==> src/rtl/uart_cmd_ctrl_if.sv <==
// Byte-receiver handshake and register-write bus of the UART command-frame controller.
interface uart_cmd_ctrl_if;
  logic        rx_done;
  logic [7:0]  rx_data;
  logic        rx_en;
  logic        wr_stb;
  logic [1:0]  wr_addr;
  logic [15:0] wr_data;
  logic        frame_err;
  logic [7:0]  err_cnt;
  logic        busy;

  modport master (
    input  rx_done, rx_data,
    output rx_en, wr_stb, wr_addr, wr_data, frame_err, err_cnt, busy
  );

  modport slave (
    output rx_done, rx_data,
    input  rx_en, wr_stb, wr_addr, wr_data, frame_err, err_cnt, busy
  );
endinterface

==> src/rtl/uart_cmd_ctrl.sv <==
// Assembles 5-byte UART command frames (header, addr, dhi, dlo, checksum) into register writes.
// Define UART_CMD_TIMEOUT_EN to abandon a partial frame after TIMEOUT_CYC idle clocks.
module uart_cmd_ctrl #(
  parameter logic [7:0] HEADER      = 8'h55,
  parameter int         NREG        = 4,
  parameter int         TIMEOUT_CYC = 49152
) (
  input logic            clk,
  input logic            rst,
  uart_cmd_ctrl_if.master bus
);

  typedef enum logic [2:0] {S_IDLE, S_ADDR, S_DHI, S_DLO, S_CSUM} state_e;

  localparam logic [7:0] NREG_B = 8'(NREG);

  state_e      state_q;
  logic [7:0]  addr_q, dhi_q, dlo_q;
  logic        rx_en_q, wr_stb_q, frame_err_q;
  logic [1:0]  wr_addr_q;
  logic [15:0] wr_data_q;
  logic [7:0]  err_cnt_q;

  logic [7:0]  sum_d;
  logic        frame_ok_d;
  logic        timeout_d;

  function automatic logic [7:0] sat_inc(input logic [7:0] v);
    return (v == 8'hFF) ? v : v + 8'd1;
  endfunction

  always_comb begin
    sum_d      = HEADER + addr_q + dhi_q + dlo_q;
    frame_ok_d = (bus.rx_data == sum_d) && (addr_q < NREG_B);
  end

`ifdef UART_CMD_TIMEOUT_EN
  localparam int TW = (TIMEOUT_CYC > 1) ? $clog2(TIMEOUT_CYC) : 1;

  logic [TW-1:0] to_cnt_q;

  // A byte arriving on the expiry cycle wins: rx_done masks the timeout.
  assign timeout_d = (state_q != S_IDLE) && !bus.rx_done &&
                     (to_cnt_q == TW'(TIMEOUT_CYC - 1));

  always_ff @(posedge clk or posedge rst) begin
    if (rst) begin
      to_cnt_q <= '0;
    end else if (bus.rx_done || state_q == S_IDLE || timeout_d) begin
      to_cnt_q <= '0;
    end else begin
      to_cnt_q <= to_cnt_q + 1'b1;
    end
  end
`else
  assign timeout_d = 1'b0;
`endif

  // NOTE: every register, including the frame byte latches, is in the async
  // reset and assigned non-blocking so all of them update together on the edge.
  always_ff @(posedge clk or posedge rst) begin
    if (rst) begin
      state_q     <= S_IDLE;
      addr_q      <= '0;
      dhi_q       <= '0;
      dlo_q       <= '0;
      rx_en_q     <= 1'b0;
      wr_stb_q    <= 1'b0;
      frame_err_q <= 1'b0;
      wr_addr_q   <= '0;
      wr_data_q   <= '0;
      err_cnt_q   <= '0;
    end else begin
      rx_en_q     <= !bus.rx_done;
      wr_stb_q    <= 1'b0;
      frame_err_q <= 1'b0;
      if (bus.rx_done) begin
        unique case (state_q)
          S_IDLE: if (bus.rx_data == HEADER) state_q <= S_ADDR;
          S_ADDR: begin
            addr_q  <= bus.rx_data;
            state_q <= S_DHI;
          end
          S_DHI: begin
            dhi_q   <= bus.rx_data;
            state_q <= S_DLO;
          end
          S_DLO: begin
            dlo_q   <= bus.rx_data;
            state_q <= S_CSUM;
          end
          S_CSUM: begin
            if (frame_ok_d) begin
              wr_addr_q <= addr_q[1:0];
              wr_data_q <= {dhi_q, dlo_q};
              wr_stb_q  <= 1'b1;
            end else begin
              frame_err_q <= 1'b1;
              err_cnt_q   <= sat_inc(err_cnt_q);
            end
            state_q <= S_IDLE;
          end
          default: state_q <= S_IDLE;
        endcase
      end else if (timeout_d) begin
        frame_err_q <= 1'b1;
        err_cnt_q   <= sat_inc(err_cnt_q);
        state_q     <= S_IDLE;
      end
    end
  end

  assign bus.rx_en     = rx_en_q;
  assign bus.wr_stb    = wr_stb_q;
  assign bus.wr_addr   = wr_addr_q;
  assign bus.wr_data   = wr_data_q;
  assign bus.frame_err = frame_err_q;
  assign bus.err_cnt   = err_cnt_q;
  assign bus.busy      = (state_q != S_IDLE);

endmodule

==> src/flat_wrapper.sv <==
// flat-port wrapper written by rule: the top's interface ports become plain ports
module uart_cmd_ctrl_flat 
#(
  parameter logic [7:0] HEADER      = 8'h55,
  parameter int         NREG        = 4,
  parameter int         TIMEOUT_CYC = 49152
)
  (clk, rst, bus_rx_done, bus_rx_data, bus_rx_en, bus_wr_stb, bus_wr_addr, bus_wr_data, bus_frame_err, bus_err_cnt, bus_busy);
  uart_cmd_ctrl_if bus_i ();
  input logic clk;
  input logic rst;
  input wire logic [$bits(bus_i.rx_done)-1:0] bus_rx_done;
  input wire logic [$bits(bus_i.rx_data)-1:0] bus_rx_data;
  output wire logic [$bits(bus_i.rx_en)-1:0] bus_rx_en;
  output wire logic [$bits(bus_i.wr_stb)-1:0] bus_wr_stb;
  output wire logic [$bits(bus_i.wr_addr)-1:0] bus_wr_addr;
  output wire logic [$bits(bus_i.wr_data)-1:0] bus_wr_data;
  output wire logic [$bits(bus_i.frame_err)-1:0] bus_frame_err;
  output wire logic [$bits(bus_i.err_cnt)-1:0] bus_err_cnt;
  output wire logic [$bits(bus_i.busy)-1:0] bus_busy;
  assign bus_i.rx_done = bus_rx_done;
  assign bus_i.rx_data = bus_rx_data;
  assign bus_rx_en = bus_i.rx_en;
  assign bus_wr_stb = bus_i.wr_stb;
  assign bus_wr_addr = bus_i.wr_addr;
  assign bus_wr_data = bus_i.wr_data;
  assign bus_frame_err = bus_i.frame_err;
  assign bus_err_cnt = bus_i.err_cnt;
  assign bus_busy = bus_i.busy;
  uart_cmd_ctrl #(.HEADER(HEADER), .NREG(NREG), .TIMEOUT_CYC(TIMEOUT_CYC)) u_core (.clk(clk), .rst(rst), .bus(bus_i));
endmodule
==> config.mk <==
export PLATFORM = sky130hd
export DESIGN_NAME = uart_cmd_ctrl_flat
export DESIGN_NICKNAME = d
export VERILOG_FILES = /design/src/rtl/uart_cmd_ctrl_if.sv /design/src/rtl/uart_cmd_ctrl.sv /design/src/flat_wrapper.sv
export SDC_FILE = /design/constraint.sdc
export NUM_CORES = 1
export LEC_CHECK = 0
export ABC_AREA = 1
export CAP_MARGIN = 20
export CORE_MARGIN = 2
export CORE_UTILIZATION = 55
export CTS_BUF_LIST = sky130_fd_sc_hd__clkbuf_4 sky130_fd_sc_hd__clkbuf_8
export DETAILED_ROUTE_END_ITERATION = 10
export GPL_TIMING_DRIVEN = 0
export PLACE_DENSITY = 0.9
export SETUP_SLACK_MARGIN = 0.02
export SLEW_MARGIN = 40
export SYNTH_ARGS = -nofsm -noshare
export SYNTH_HDL_FRONTEND = slang
export SYNTH_SLANG_ARGS = --single-unit
==> constraint.sdc <==
create_clock -name clk -period 3.5 [get_ports clk]
set_input_delay 0.7 -clock clk [delete_from_list [all_inputs] [get_ports clk]]
set_output_delay 0.7 -clock clk [all_outputs]
set_load 0.01 [all_outputs]
==> results.toml <==
[timing]
post-route-period-util_pct = 97.6
max_slew_margin_pct = 64.0
clock.fmax_mhz = 293
setup_viol = 0
tightest_slew_ns = 0.540
skew_ns = 0.0114
hold_violations = 0
drv_slew = 0
min_period_ns = 3.42

[finish]
final_common_cell = "nand2_1"
diodes = 0
finalNetCount = 483
multi_input_area_mm2 = 0.00157
fillers = 431
final_cell_mix = "nand2_1, inv_1, dfrtp_1"
drive_gt1_share_pct = 12.0
seqCellArea_mm2 = 0.00140
areaGrowthSynthToFinish_pct = 24.2
layoutNonFillerInstCount = 526

[clocking]
path_clk_slew_ns = 0.10
clock_latency_ns = 0.31
htreeDepth = 2
cts_tree = "built"
cts.sinks = 56
cts_root_buffer = "clkbuf_8"
clk_path_buf_depth = 2
numCtsBuffers = 5

[floorplanning]
rows = 28
die_y_um = 81.0
ioPinCount = 41
die_x_um = 81.0
core_mm2 = 0.00582
start_util_pct = 56.0
dieArea_mm2 = 0.00656

[yosys]
syn-instance-count = 394
syn_area_mm2 = 0.00326
synth_nets = 427
yosysUniqueCellTypes = 34
ys_seq_elements = 56
ys_top_cells_by_area = "dfrtp_1, nand2_1, inv_1, ha_1, fa_1"
synth_top_area_share_pct = 43.0
yosysWarningCount = 0
yosysTopAreaCell = "dfrtp_1"
synth_area_per_cell_um2 = 8.27
ys_seq_area_share_pct = 43.0

[global_route]
overflow = 0
track_usage_pct = 23.5
antenna_found_initial = 0
grt_max_degree = 45
grt_pass1_vias = 2662
grt_pass1_wl_um = 12000

[detailed_routing]
drc = 0
final_antenna_net_count = 0
wl_per_cell_um = 14.5
firstDrtPassIters = 4
via_per_inst = 5.36
vias = 2817
drt_wl_total_um = 7640
drt-initial-drc-count = 236

[worst_setup_path]
cp.arrival_ns = 3.60
crit_path_top_delay_cell = "fa_2"
cp_data_required_time_ns = 3.69
worstSetupPathType = "reg2reg"
crit_path_end_kind = "register"
max_stage_delay_ns = 0.56
startpoint_type = "register"
critical_path.top_delay_family = "adder cells"
rr_worst_depth = 16
path_max_fanout = 5
cp.depth = 16
path_cells = "inv_1 -> fa_1 -> inv_2 -> ha_4 -> ha_4 -> inv_1 -> fa_2 -> xor2_2 -> nand4_1 -> nor2_2 -> nand2_2 -> nor2_4 -> nand3_4 -> buf_12 -> nand2_1 -> nand2_1"
cp_num_buf_inv = 4

[outcome]
status = "completed"

[placed_design]
portBuffers = 40
place_inst = 510
hpwl_um = 5460
place_congestion = 0.873

[run]
drv_cap = 0

[hold_path]
holdPathStages = 2
min_path_type = "reg2reg"
==> worst paths after layout <==
path | startpoint | to | slack [ns]
max | u_core.dhi_q[1]$_DFFE_PP0P_ | u_core.bus.wr_data[13]$_DFFE_PP0P_ | 0.08
min | u_core.bus.wr_data[1]$_DFFE_PP0P_ | u_core.bus.wr_data[1]$_DFFE_PP0P_ | 0.48
max reg2reg | u_core.dhi_q[1]$_DFFE_PP0P_ | u_core.bus.wr_data[13]$_DFFE_PP0P_ | 0.08
min reg2reg | u_core.bus.wr_data[1]$_DFFE_PP0P_ | u_core.bus.wr_data[1]$_DFFE_PP0P_ | 0.48
max in group asynchronous | rst | u_core.bus.wr_data[10]$_DFFE_PP0P_ | 2.38
min in group asynchronous | rst | u_core.addr_q[3]$_DFFE_PP0P_ | 0.65
==> sequential cells by signal, summed over array words and instances, names as in the netlist <==
name                  count
u_core.addr_q             8
u_core.bus.err_cnt        8
u_core.bus.frame_err      1
u_core.bus.rx_en          1
u_core.bus.wr_addr        2
u_core.bus.wr_data       16
u_core.bus.wr_stb         1
u_core.dhi_q              8
u_core.dlo_q              8
u_core.state_q            3
==> worst reg2reg max path, delay by kind of cell, from the launching register on <==
kind          cells  cell delay (ns)
xor+xnor          1             0.16
fa+ha+maj         4             1.48
buf+inv           4             0.36
flops             1             0.41
simple gates      7             0.89
==> through the flow <==
stage	setup WS [ns]	util (%)	setup TNS, ns	instance area [um2]	hold slack, ns
6_report	0.0849	69.6	0	4050	0.478
5_1_grt	-0.0446	69.6	-0.353	4050	0.504
4_1_cts	0.0296	66.7	0	3880	0.480
3_5_place_dp	0.0291	64.9	0	3780	0.458
3_3_place_gp	0.210	64.5	0	3750	0.454
2_1_floorplan	0.511	-	0	3260	0.475
==> cells by family (layout without fill, tap and decap cells) <==
| family | after synthesis | after routing | synth area share (%) |
|---|---|---|---|
| AOI/OAI and AO/OA | 38 | 38 | 6.60 |
| buffers and inverters | 77 | 134 | 10.4 |
| and+or+nand+nor | 192 | 192 | 26.7 |
| xor gates and xnor gates | 9 | 9 | 3.22 |
| adders and majority gates | 22 | 22 | 10.1 |
| DFF | 56 | 56 | 43.0 |
==> what timing repair did <==
action                     CTS  global route
setup endpoints to repair    4            28
pin swaps                    0            10
resized for setup            0            14
cloned                       0             3
setup buffers                1             4
hold buffers                 0             0
==> cells in the mapped netlist <==
cell and n:
o211ai_2 1, o21ai_0 26, nor2_2 1, xnor2_1 2, buf_12 1, nor4_1 2
a41oi_2 1, nand3_4 2, fa_1 7, a21oi_1 7, clkinv_1 1, nor3_1 1
nand2_2 3, ha_1 15, o21ai_1 1, buf_6 3, nand3_1 23, inv_1 62
xnor2_2 1, nand3b_1 1, buf_2 1, o211ai_1 1, nand4_1 21, nand2_1 121
a21oi_2 1, inv_2 5, nand3_2 2, nor2_1 14, clkbuf_1 3, nor2_4 1
buf_8 1, xor2_1 5, dfrtp_1 56, xor2_4 1
==> layout make-up <==
type                    instances  share of cell area, %
inverters                      68                   6.37
multi-input cells             261                   38.7
clock inverters                 2                  0.247
flip-flops and latches         56                   34.6
clock buffers                   6                   2.04
well taps                      75                   2.32
plain buffers                   9                   2.19
repair buffers                 49                   13.5
==> per-layer routing <==
metal	wire length [um]	track usage [%]
met2	4050	40.0
met4	80	8.14
met5	0	0
met3	296	4.33
met1	3220	30.3
Power is left out: the tool's default activity adds up to more than one toggle a clock period on the data nets, which glitch-free logic cannot reach.
